`config.mk`:
```
export PLATFORM = sky130hd
export DESIGN_NAME = imul_varlat_param
export DESIGN_NICKNAME = d
export VERILOG_FILES = /design/src/rtl/imul_pkg.sv /design/src/rtl/imul_ctz.sv /design/src/rtl/imul_varlat_param.sv
export SDC_FILE = /design/constraint.sdc
export NUM_CORES = 1
export LEC_CHECK = 0
export BUFFER_PORTS_ARGS = -buffer_cell sky130_fd_sc_hd__buf_2
export CAP_MARGIN = 20
export CORE_MARGIN = 4
export CORE_UTILIZATION = 40
export DETAILED_ROUTE_END_ITERATION = 10
export MAX_ROUTING_LAYER = met4
export SYNTH_ARGS = -nofsm -noshare
export SYNTH_HDL_FRONTEND = slang
export SYNTH_HIERARCHICAL = 1
export SYNTH_SLANG_ARGS = --single-unit
```
`constraint.sdc`:
```
create_clock -name clk -period 5 [get_ports clk]
set_input_delay 0.75 -clock clk [delete_from_list [all_inputs] [get_ports clk]]
set_output_delay 0.75 -clock clk [all_outputs]
set_load 0.02 [all_outputs]
```
`src/rtl/imul_pkg.sv`:
```
// rtl/imul_pkg.sv - shared types and request-field helpers for imul_varlat_param
package imul_pkg;

    // RISC-V multiply flavours carried in req_msg[2*NBITS+1:2*NBITS]
    typedef enum logic [1:0] {
        MODE_MUL    = 2'd0,
        MODE_MULH   = 2'd1,
        MODE_MULHSU = 2'd2,
        MODE_MULHU  = 2'd3
    } mode_e;

    // Control FSM; encoding 2'd3 is unused and treated as illegal
    typedef enum logic [1:0] {
        ST_IDLE = 2'd0,
        ST_CALC = 2'd1,
        ST_DONE = 2'd2
    } state_e;

    // req_msg layout {mode, a, b} as functions of the operand width
    function automatic int req_msg_w(input int nbits);
        return 2 + 2 * nbits;
    endfunction

    function automatic int mode_msb(input int nbits);
        return 2 * nbits + 1;
    endfunction

    function automatic int mode_lsb(input int nbits);
        return 2 * nbits;
    endfunction

    function automatic int a_msb(input int nbits);
        return 2 * nbits - 1;
    endfunction

    function automatic int a_lsb(input int nbits);
        return nbits;
    endfunction

    function automatic int b_msb(input int nbits);
        return nbits - 1;
    endfunction

    function automatic int b_lsb(input int nbits);
        return (nbits > 0) ? 0 : 0;
    endfunction

    // Operand a is signed for MULH and MULHSU, operand b only for MULH
    function automatic logic a_is_signed(input mode_e m);
        return (m == MODE_MULH) || (m == MODE_MULHSU);
    endfunction

    function automatic logic b_is_signed(input mode_e m);
        return (m == MODE_MULH);
    endfunction

endpackage

```
`src/rtl/imul_ctz.sv`:
```
// rtl/imul_ctz.sv - parametrised count-trailing-zeros with all-zero flag
module imul_ctz #(
    parameter int W  = 32,
    parameter int CW = $clog2(W) + 1
) (
    input  logic [W-1:0]  d,
    output logic [CW-1:0] cnt,
    output logic          zero
);

    // Scan from the MSB down so the lowest set bit wins; all-zero reports W
    always_comb begin
        cnt = CW'(W);
        for (int i = W - 1; i >= 0; i--) begin
            if (d[i]) begin
                cnt = CW'(i);
            end
        end
    end

    assign zero = (d == '0);

endmodule

```
`src/rtl/imul_varlat_param.sv`:
```
// rtl/imul_varlat_param.sv - iterative shift-add multiplier, IMUL_ZERO_SKIP_EN selects zero-skip stepping
module imul_varlat_param
    import imul_pkg::*;
#(
    parameter int NBITS = 32,
    parameter int SHW   = $clog2(NBITS) + 1
) (
    input  logic                 clk,
    input  logic                 reset,
    input  logic                 req_val,
    output logic                 req_rdy,
    input  logic [2*NBITS+1:0]   req_msg,
    output logic                 resp_val,
    input  logic                 resp_rdy,
    output logic [NBITS-1:0]     resp_msg
);

    localparam int MODE_MSB = mode_msb(NBITS);
    localparam int MODE_LSB = mode_lsb(NBITS);
    localparam int A_MSB    = a_msb(NBITS);
    localparam int A_LSB    = a_lsb(NBITS);
    localparam int B_MSB    = b_msb(NBITS);
    localparam int B_LSB    = b_lsb(NBITS);

    // Request decode
    mode_e              mode_in;
    logic [NBITS-1:0]   a_in;
    logic [NBITS-1:0]   b_in;
    logic               sign_a;
    logic               sign_b;
    logic [NBITS-1:0]   a_mag;
    logic [NBITS-1:0]   b_mag;

    assign mode_in = mode_e'(req_msg[MODE_MSB:MODE_LSB]);
    assign a_in    = req_msg[A_MSB:A_LSB];
    assign b_in    = req_msg[B_MSB:B_LSB];
    assign sign_a  = a_is_signed(mode_in) & a_in[NBITS-1];
    assign sign_b  = b_is_signed(mode_in) & b_in[NBITS-1];
    // The most-negative value negates to 2^(NBITS-1), which still fits unsigned
    assign a_mag   = sign_a ? -a_in : a_in;
    assign b_mag   = sign_b ? -b_in : b_in;

    // State
    state_e               state;
    logic [2*NBITS-1:0]   a_reg;
    logic [NBITS-1:0]     b_reg;
    logic [2*NBITS-1:0]   result;
    logic                 neg;
    mode_e                mode_r;

    logic                 req_go;
    logic                 resp_go;

    // Per-build step control
    logic [SHW-1:0]       shamt;
    logic [2*NBITS-1:0]   a_load;
    logic [NBITS-1:0]     b_load;
    logic                 calc_update;
    logic                 calc_finish;

`ifdef IMUL_ZERO_SKIP_EN
    logic [NBITS-1:0]     ctz_in;
    logic [SHW-1:0]       ctz_cnt;
    logic                 ctz_zero;

    // One ctz serves both phases: on accept it normalises |b| so B[0] is set,
    // in CALC it measures the gap to the next set bit above B[0]. That way
    // every CALC step consumes exactly one set bit plus one final B==0 step.
    assign ctz_in = (state == ST_CALC) ? (b_reg >> 1) : b_mag;

    imul_ctz #(
        .W  (NBITS),
        .CW (SHW)
    ) u_ctz (
        .d    (ctz_in),
        .cnt  (ctz_cnt),
        .zero (ctz_zero)
    );

    assign shamt       = ctz_zero ? SHW'(NBITS) : (ctz_cnt + SHW'(1));
    assign a_load      = {{NBITS{1'b0}}, a_mag} << ctz_cnt;
    assign b_load      = b_mag >> ctz_cnt;
    assign calc_finish = (b_reg == '0);
    assign calc_update = ~calc_finish;
`else
    logic [SHW-1:0]       step_cnt;

    // Fixed-latency build: one bit per cycle, exactly NBITS CALC cycles
    assign shamt       = SHW'(1);
    assign a_load      = {{NBITS{1'b0}}, a_mag};
    assign b_load      = b_mag;
    assign calc_update = 1'b1;
    assign calc_finish = (step_cnt == SHW'(NBITS - 1));

    // Step counter runs only while in CALC
    always_ff @(posedge clk) begin
        if (reset || state != ST_CALC) begin
            step_cnt <= '0;
        end else begin
            step_cnt <= step_cnt + SHW'(1);
        end
    end
`endif

    assign req_go  = req_val & req_rdy;
    assign resp_go = resp_val & resp_rdy;

    // Control FSM and shift-add datapath
    always_ff @(posedge clk) begin
        if (reset) begin
            state  <= ST_IDLE;
            a_reg  <= '0;
            b_reg  <= '0;
            result <= '0;
            neg    <= 1'b0;
            mode_r <= MODE_MUL;
        end else begin
            case (state)
                ST_IDLE: begin
                    if (req_go) begin
                        a_reg  <= a_load;
                        b_reg  <= b_load;
                        result <= '0;
                        neg    <= sign_a ^ sign_b;
                        mode_r <= mode_in;
                        state  <= ST_CALC;
                    end
                end
                ST_CALC: begin
                    if (calc_update) begin
                        if (b_reg[0]) begin
                            result <= result + a_reg;
                        end
                        a_reg <= a_reg << shamt;
                        b_reg <= b_reg >> shamt;
                    end
                    if (calc_finish) begin
                        state <= ST_DONE;
                    end
                end
                ST_DONE: begin
                    if (resp_go) begin
                        state <= ST_IDLE;
                    end
                end
                default: begin
                    state <= ST_IDLE;
                end
            endcase
        end
    end

    logic [2*NBITS-1:0] product;
    assign product = neg ? -result : result;

    // Handshake outputs and half selection decoded from state
    always_comb begin
        req_rdy  = 1'b0;
        resp_val = 1'b0;
        resp_msg = (mode_r == MODE_MUL) ? product[NBITS-1:0]
                                        : product[2*NBITS-1:NBITS];
        case (state)
            ST_IDLE: begin
                req_rdy  = 1'b1;
                resp_val = 1'b0;
            end
            ST_CALC: begin
                req_rdy  = 1'b0;
                resp_val = 1'b0;
            end
            ST_DONE: begin
                req_rdy  = 1'b0;
                resp_val = 1'b1;
            end
            default: begin
                req_rdy  = 1'bx;
                resp_val = 1'bx;
                resp_msg = 'x;
            end
        endcase
    end

endmodule

```
==> qor.csv, run 1 <==
stage,metric,value,unit
outcome,status,finished with violations,
outcome,violations,negative setup slack,
detailed_routing,totalWireLength,43620,um
cts,clkSlewWorstSetupHoldPaths,0.07,ns
pwr,p_switching,2182,uW
pwr,power.leakage,0.006169,uW
timing,fin_crit_sh,101.1,%
pwr,pwr-share-seq,32.6,%
grt,antenna_found_initial,0,
die,start_util,40.58,%
grt,track_usage,24.57,%
cells_and_area,nets,2049,
timing,finClkSkew,0.01498,ns
cells_and_area,drive_gt1_share,11.88,%
yosys,syn_area_per_cell,7.143,um^2
yosys,synth_edf_count,0,
setup_path,r2r_cells,14,
timing,worstMarginPinSlew,0.9936,ns
yosys,seq_area_frac_synth,25.86,%
timing,fmax,197.8,MHz
setup_path,crit_path_start_kind,flop,
cells_and_area,fillers,3394,
timing,drv_slew,0,
job,cap_violations,0,
setup_path,arrival,4.31,ns
detailed_routing,first_iter_violations,1063,
detailed_routing,avgViaCountPerCell,5.772,
setup_path,path_class,flop to output pin,
grt,overflow,0,
cts,cts_tree,done,
die,die-area,36070,um^2
cts,cts-root-buf,clkbuf_16,
setup_path,crit_required,4.25,ns
place,place.gp.congestion,0.9574,
hold_path,min_path_cells,2,
die,die_h,189.9,um
yosys,netlist.area_leader.share,25.86,%
timing,max_slew_margin,33.76,%
yosys,synth_nets,1996,
detailed_routing,drc_errors,0,
cts,clock-sinks,171,
die,die_w,189.9,um
pwr,swShare,42.68,%
detailed_routing,vias,13630,
detailed_routing,wire_per_inst,18.47,um
yosys,yosysWarnings,6,
setup_path,end_kind,output pin,
pwr,p_comb_share,40.4,%
timing,finalHoldViolations,0,
cells_and_area,seq_area,3425,um^2
die,design.core.area,32620,um^2
timing,setup_violations,3,
yosys,syn_area,13240,um^2
pwr,peakVddDrop,0.0002492,V
die,pin_count,104,
cts,clockBufferDepth,2,
yosys,synth_flop_cell,dfxtp_1,
setup_path,cp_max_fo,4,
hold_path,hold_path_class,flop to flop,
place,io_buffer_count,103,
cells_and_area,multi_input_area,9344,um^2
yosys,ys_ff_latch,171,
cts,cts_buffers,17,
detailed_routing,dr.pass1.iters,5,
yosys,synthTopCellsByCount,"324 x nand2_1, 188 x a21oi_1, 171 x dfxtp_1",
timing,final.setup.worst_slack,-0.05580,ns
yosys,synth_most_common_cell,nand2_1,
pwr,p_int,2931,uW
yosys,synth.largest_area_cell,dfxtp_1,
cells_and_area,stdcell_count,2361,
timing,fin_hold_ws,0.4515,ns
cts,clock_latency,0.45,ns
cells_and_area,syn_to_final_growth,12.82,%
cts,h-tree-depth,4,
timing,rsz0062_at_grt,yes,
grt,grt_pass1_vias,12840,
timing,period_minus_slack,5.056,ns
yosys,syn_inst,1853,
pwr,power,5113,uW
grt,grt_max_degree,114,
detailed_routing,antenna_left,0,
pwr,p_clk_share,27.0,%
yosys,async_flop_share,0,%
die,rows,66,
yosys,yosys-top-cells-area,"dfxtp_1 26%, nand2_1 9.2%, a21oi_1 7.1%",
place,place_inst,2322,
cells_and_area,diodes,0,
yosys,synthDistinctLibCells,69,
pwr,power_per_cell_area,342.4,nW/um^2
grt,grt_pass1_wl,69550,um
place,dp_hpwl,33280,um
-- cells in the final DEF, fill, tap and decap left out, types with 54 or more instances in the layout --
cell,Yosys,final
a21oi_1,188,186
buf_2,2,98
buf_4,0,54
dfxtp_1,171,170
ha_1,72,71
nand2_1,324,324
nor2_1,149,145
nor3_1,55,55
o21ai_0,156,156
xnor2_1,78,78
xor2_1,63,63
-- cell families (layout without fill, tap and decap cells) --
logic type	after synthesis	in the layout	synth area share (%)
fa+ha+maj	73	73	6.957
xor+xnor	141	141	9.330
simple gates	704	704	24.20
flops	171	171	25.86
buf+inv	148	214	4.329
compound gates	607	607	28.64
mux	9	9	0.6806
-- repair_timing --
action | CTS | global route
hold buffers | 0 | 0
buffers inserted | 5 | 2
resized for setup | 5 | 7
pin swaps | 3 | 10
setup endpoints to repair | 6 | 12
-- per-layer routing --
metal  part of all wire, %  up-vias  GRT usage, %
met3                   6.1       72         3.688
met2                    44      419         36.96
met5                     0        -             -
met4                   2.8        0         7.986
li1                      -     6775             -
met1                    47     6362         34.00
-- final cells by class --
type / instances / share of cell area (%)
flip-flops and latches: 171 / 22.93
well taps: 442 / 3.703
clock buffers: 17 / 2.849
multi-input cells: 1534 / 62.57
repair buffers: 152 / 5.999
clock inverters: 15 / 1.190
inverters: 30 / 0.7541
-- critical path: stages, from the launching register on --
cell and delay [ns]:
dfxtp_1 0.32, or4_4 0.54, or4_4 0.51, or4_4 0.49, or3b_4 0.42, or3_4 0.34, or3_4 0.42, buf_4 0.16
o311ai_4 0.20, a31oi_1 0.13, a211oi_2 0.16, buf_4 0.17
-- per-stage QoR --
stage | TNS, ns | worst slack (ns) | utilization (%) | instance area (um^2)
final | -0.1232 | -0.05580 | 45.78 | 14930
after detailed placement | 0 | 0.3063 | 43.58 | 14220
after global placement | 0 | 0.3943 | 43.58 | 14220
after floorplan | 0 | 0.1778 | - | 13240
after CTS | -0.05169 | -0.02981 | 45.60 | 14870
after global routing | -1.145 | -0.2067 | 45.78 | 14930
-- final timing paths --
check | start | end | slack [ns]
max reg2reg | result[0]$_SDFFE_PP0P_ | result[58]$_SDFFE_PP0P_ | 1.11
min reg2reg | b_reg[3]$_SDFFE_PP0P_ | b_reg[3]$_SDFFE_PP0P_ | 0.45
max | result[11]$_SDFFE_PP0P_ | resp_msg[19] | -0.06
min | b_reg[3]$_SDFFE_PP0P_ | b_reg[3]$_SDFFE_PP0P_ | 0.45
-- power by group through the flow --
stage               logic, uW  clock network [uW]  registers (uW)
global placement         1950                   0            1690
global route             2290                1460            1690
floorplan                1480                   0            1610
detailed placement       1960                   0            1690
finish                   2070                1380            1670
CTS                      2020                1410            1660
Note: power is estimated with default switching activity, not from simulation.
==> run 2: changes to the inputs <==
Settings changed: REMOVE_ABC_BUFFERS set to 1.
Clock period 5 ns to 4.5 ns, I/O delays scaled along.
==> run 2 against run 1 <==
Clock skew barely moved. Combinational power is 34% higher. Clock-buffer cell count up 3. The flow still finishes with violations (negative setup slack). Power is 18% higher. Setup slack worse by 0.45 ns. Sequential cell count stayed put. Global-route usage down 0.26 points. Routed wire length decreased by 0.59%.
==> qor.csv, run 2 (synthesis results as in run 1) <==
stage,metric,value,unit
outcome,status,finished with violations,
outcome,violations,negative setup slack,
die,die_w,189.9,um
die,rows,66,
setup_path,cp_max_fo,4,
die,pin_count,104,
pwr,peakVddDrop,0.0003121,V
timing,rsz0062_at_grt,yes,
cells_and_area,final_common_cell,nand2_1,
timing,period_minus_slack,5.002,ns
cts,cts_tree,done,
timing,finalHoldViolations,0,
detailed_routing,antenna_left,0,
setup_path,cp_common_cell,or4_4,
timing,tns,-7.182,ns
detailed_routing,avgViaCountPerCell,5.711,
timing,worstMarginPinSlew,1.052,ns
cts,cts-root-buf,clkbuf_16,
setup_path,crit_required,3.83,ns
setup_path,cp_num_buf_inv,1,
grt,grt_pass1_wl,69350,um
place,dp_hpwl,32890,um
die,die_h,189.9,um
cts,clock_latency,0.46,ns
cts,cts_hold_buffers,0,
place,place.gp.congestion,0.9259,
timing,fin_crit_sh,111.1,%
timing,fmax,199.9,MHz
setup_path,end_kind,output pin,
setup_path,path_delay_family,simple AND/OR/NAND/NOR gates,
timing,drv_slew,0,
die,start_util,40.58,%
setup_path,crit_path_top_delay_cell,or4_4,
grt,antenna_found_initial,0,
cts,clockBufferDepth,2,
cts,clock-sinks,171,
place,place_inst,2355,
timing,final.setup.worst_slack,-0.5017,ns
grt,overflow,0,
die,design.core.area,32620,um^2
cts,cts_buffers,17,
detailed_routing,vias,13710,
cells_and_area,nets,2089,
pwr,power.leakage,0.006436,uW
cells_and_area,final_cell_mix,"321 x nand2_1, 184 x a21oi_1, 169 x dfxtp_1, 145 x o21ai_0, 144 x nor2_1",
detailed_routing,wire_per_inst,18.06,um
setup_path,crit_chain,or4_4 -> or4_4 -> or4_4 -> or3b_4 -> or3_4 -> or3_4 -> nor2_4 -> nand2_2 -> o21ai_2 -> xor2_1 -> mux2i_2 -> buf_4,
detailed_routing,totalWireLength,43360,um
detailed_routing,first_iter_violations,888,
grt,grt_pass1_vias,12910,
cells_and_area,stdcell_count,2401,
timing,finClkSkew,0.01454,ns
grt,grt_max_degree,113,
pwr,power_per_cell_area,386.9,nW/um^2
detailed_routing,drc_errors,0,
detailed_routing,dr.pass1.iters,6,
cells_and_area,diodes,0,
setup_path,crit_path_start_kind,flop,
place,io_buffer_count,103,
cts,h-tree-depth,4,
cells_and_area,syn_to_final_growth,17.35,%
grt,track_usage,24.31,%
pwr,power,6010,uW
setup_path,arrival,4.33,ns
job,cap_violations,0,
timing,setup_violations,23,
cells_and_area,drive_gt1_share,15.06,%
cells_and_area,utilization,47.62,%
setup_path,path_class,flop to output pin,
hold_path,hold_path_class,flop to flop,
cts,clkSlewWorstSetupHoldPaths,0.07,ns
die,die-area,36070,um^2
timing,max_slew_margin,29.89,%
setup_path,slowest_delay,0.54,ns
[run 2: cell types whose count changed in the layout (fill, tap and decap cells not counted), sizes merged]
cell	before	now
buf	152	192
inv	39	35
clkbuf	17	20
clkinv	4	6
bufinv	1	0
[run 2: layout make-up]
| type | instances | area, um^2 |
|---|---|---|
| fillers | 3391 | 17090 |
| multi-input cells | 1534 | 9578 |
| flip-flops and latches | 171 | 3426 |
| repair buffers | 192 | 1309 |
| well taps | 442 | 553.0 |
| clock buffers | 20 | 446.7 |
| inverters | 30 | 112.6 |
| clock inverters | 12 | 108.9 |
[run 2: worst paths after layout]
| kind | from | end | slack, ns | depth (start not counted) |
|---|---|---|---|---|
| setup / recovery | result[15]$_SDFFE_PP0P_ | resp_msg[31] | -0.50 | 12 |
| hold / removal | b_reg[10]$_SDFFE_PP0P_ | b_reg[10]$_SDFFE_PP0P_ | 0.45 | 2 |
| setup reg to reg | result[0]$_SDFFE_PP0P_ | result[58]$_SDFFE_PP0P_ | 0.64 | 14 |
| hold reg to reg | b_reg[10]$_SDFFE_PP0P_ | b_reg[10]$_SDFFE_PP0P_ | 0.45 | 2 |
[run 2: per-layer routing]
metal	vias up	GRT usage (%)	wire length [um]
li1	6866	-	-
met1	6480	32.31	20570
met2	306	39.28	20100
met3	61	2.972	1632
met4	0	6.761	1065
met5	-	-	0
[run 2: power breakdown]
part           leakage, uW  internal [uW]  switching (uW)  total, uW
logic              0.00478           1080            1700       2780
registers          0.00139           1670             134       1800
clock network     0.000270            738             690       1430
[run 2: worst register-to-register path: cells and delay by family, from the launching register on]
family                     cells  cell delay, ns
xor gates and xnor gates       1            0.18
adders and majority gates      2            0.61
DFF                            1            0.42
AOI/OAI and AO/OA              8            2.12
and+or+nand+nor                2            0.40
buffers and inverters          1            0.06
[run 2: metrics by stage]
step	setup slack, ns	hold slack [ns]	area, um^2
global placement	-0.02829	0.4280	14490
CTS	-0.5192	0.4545	15330
finish	-0.5017	0.4513	15530
floorplan	-1.256	0.4176	12780
global route	-0.6187	0.4749	15530
detailed placement	-0.03992	0.4459	14490
[run 2: what timing repair did]
action | in CTS | in global routing
pin swaps | 21 | 21
endpoints found under the setup margin | 24 | 26
buffers inserted | 3 | 9
resized for setup | 66 | 28
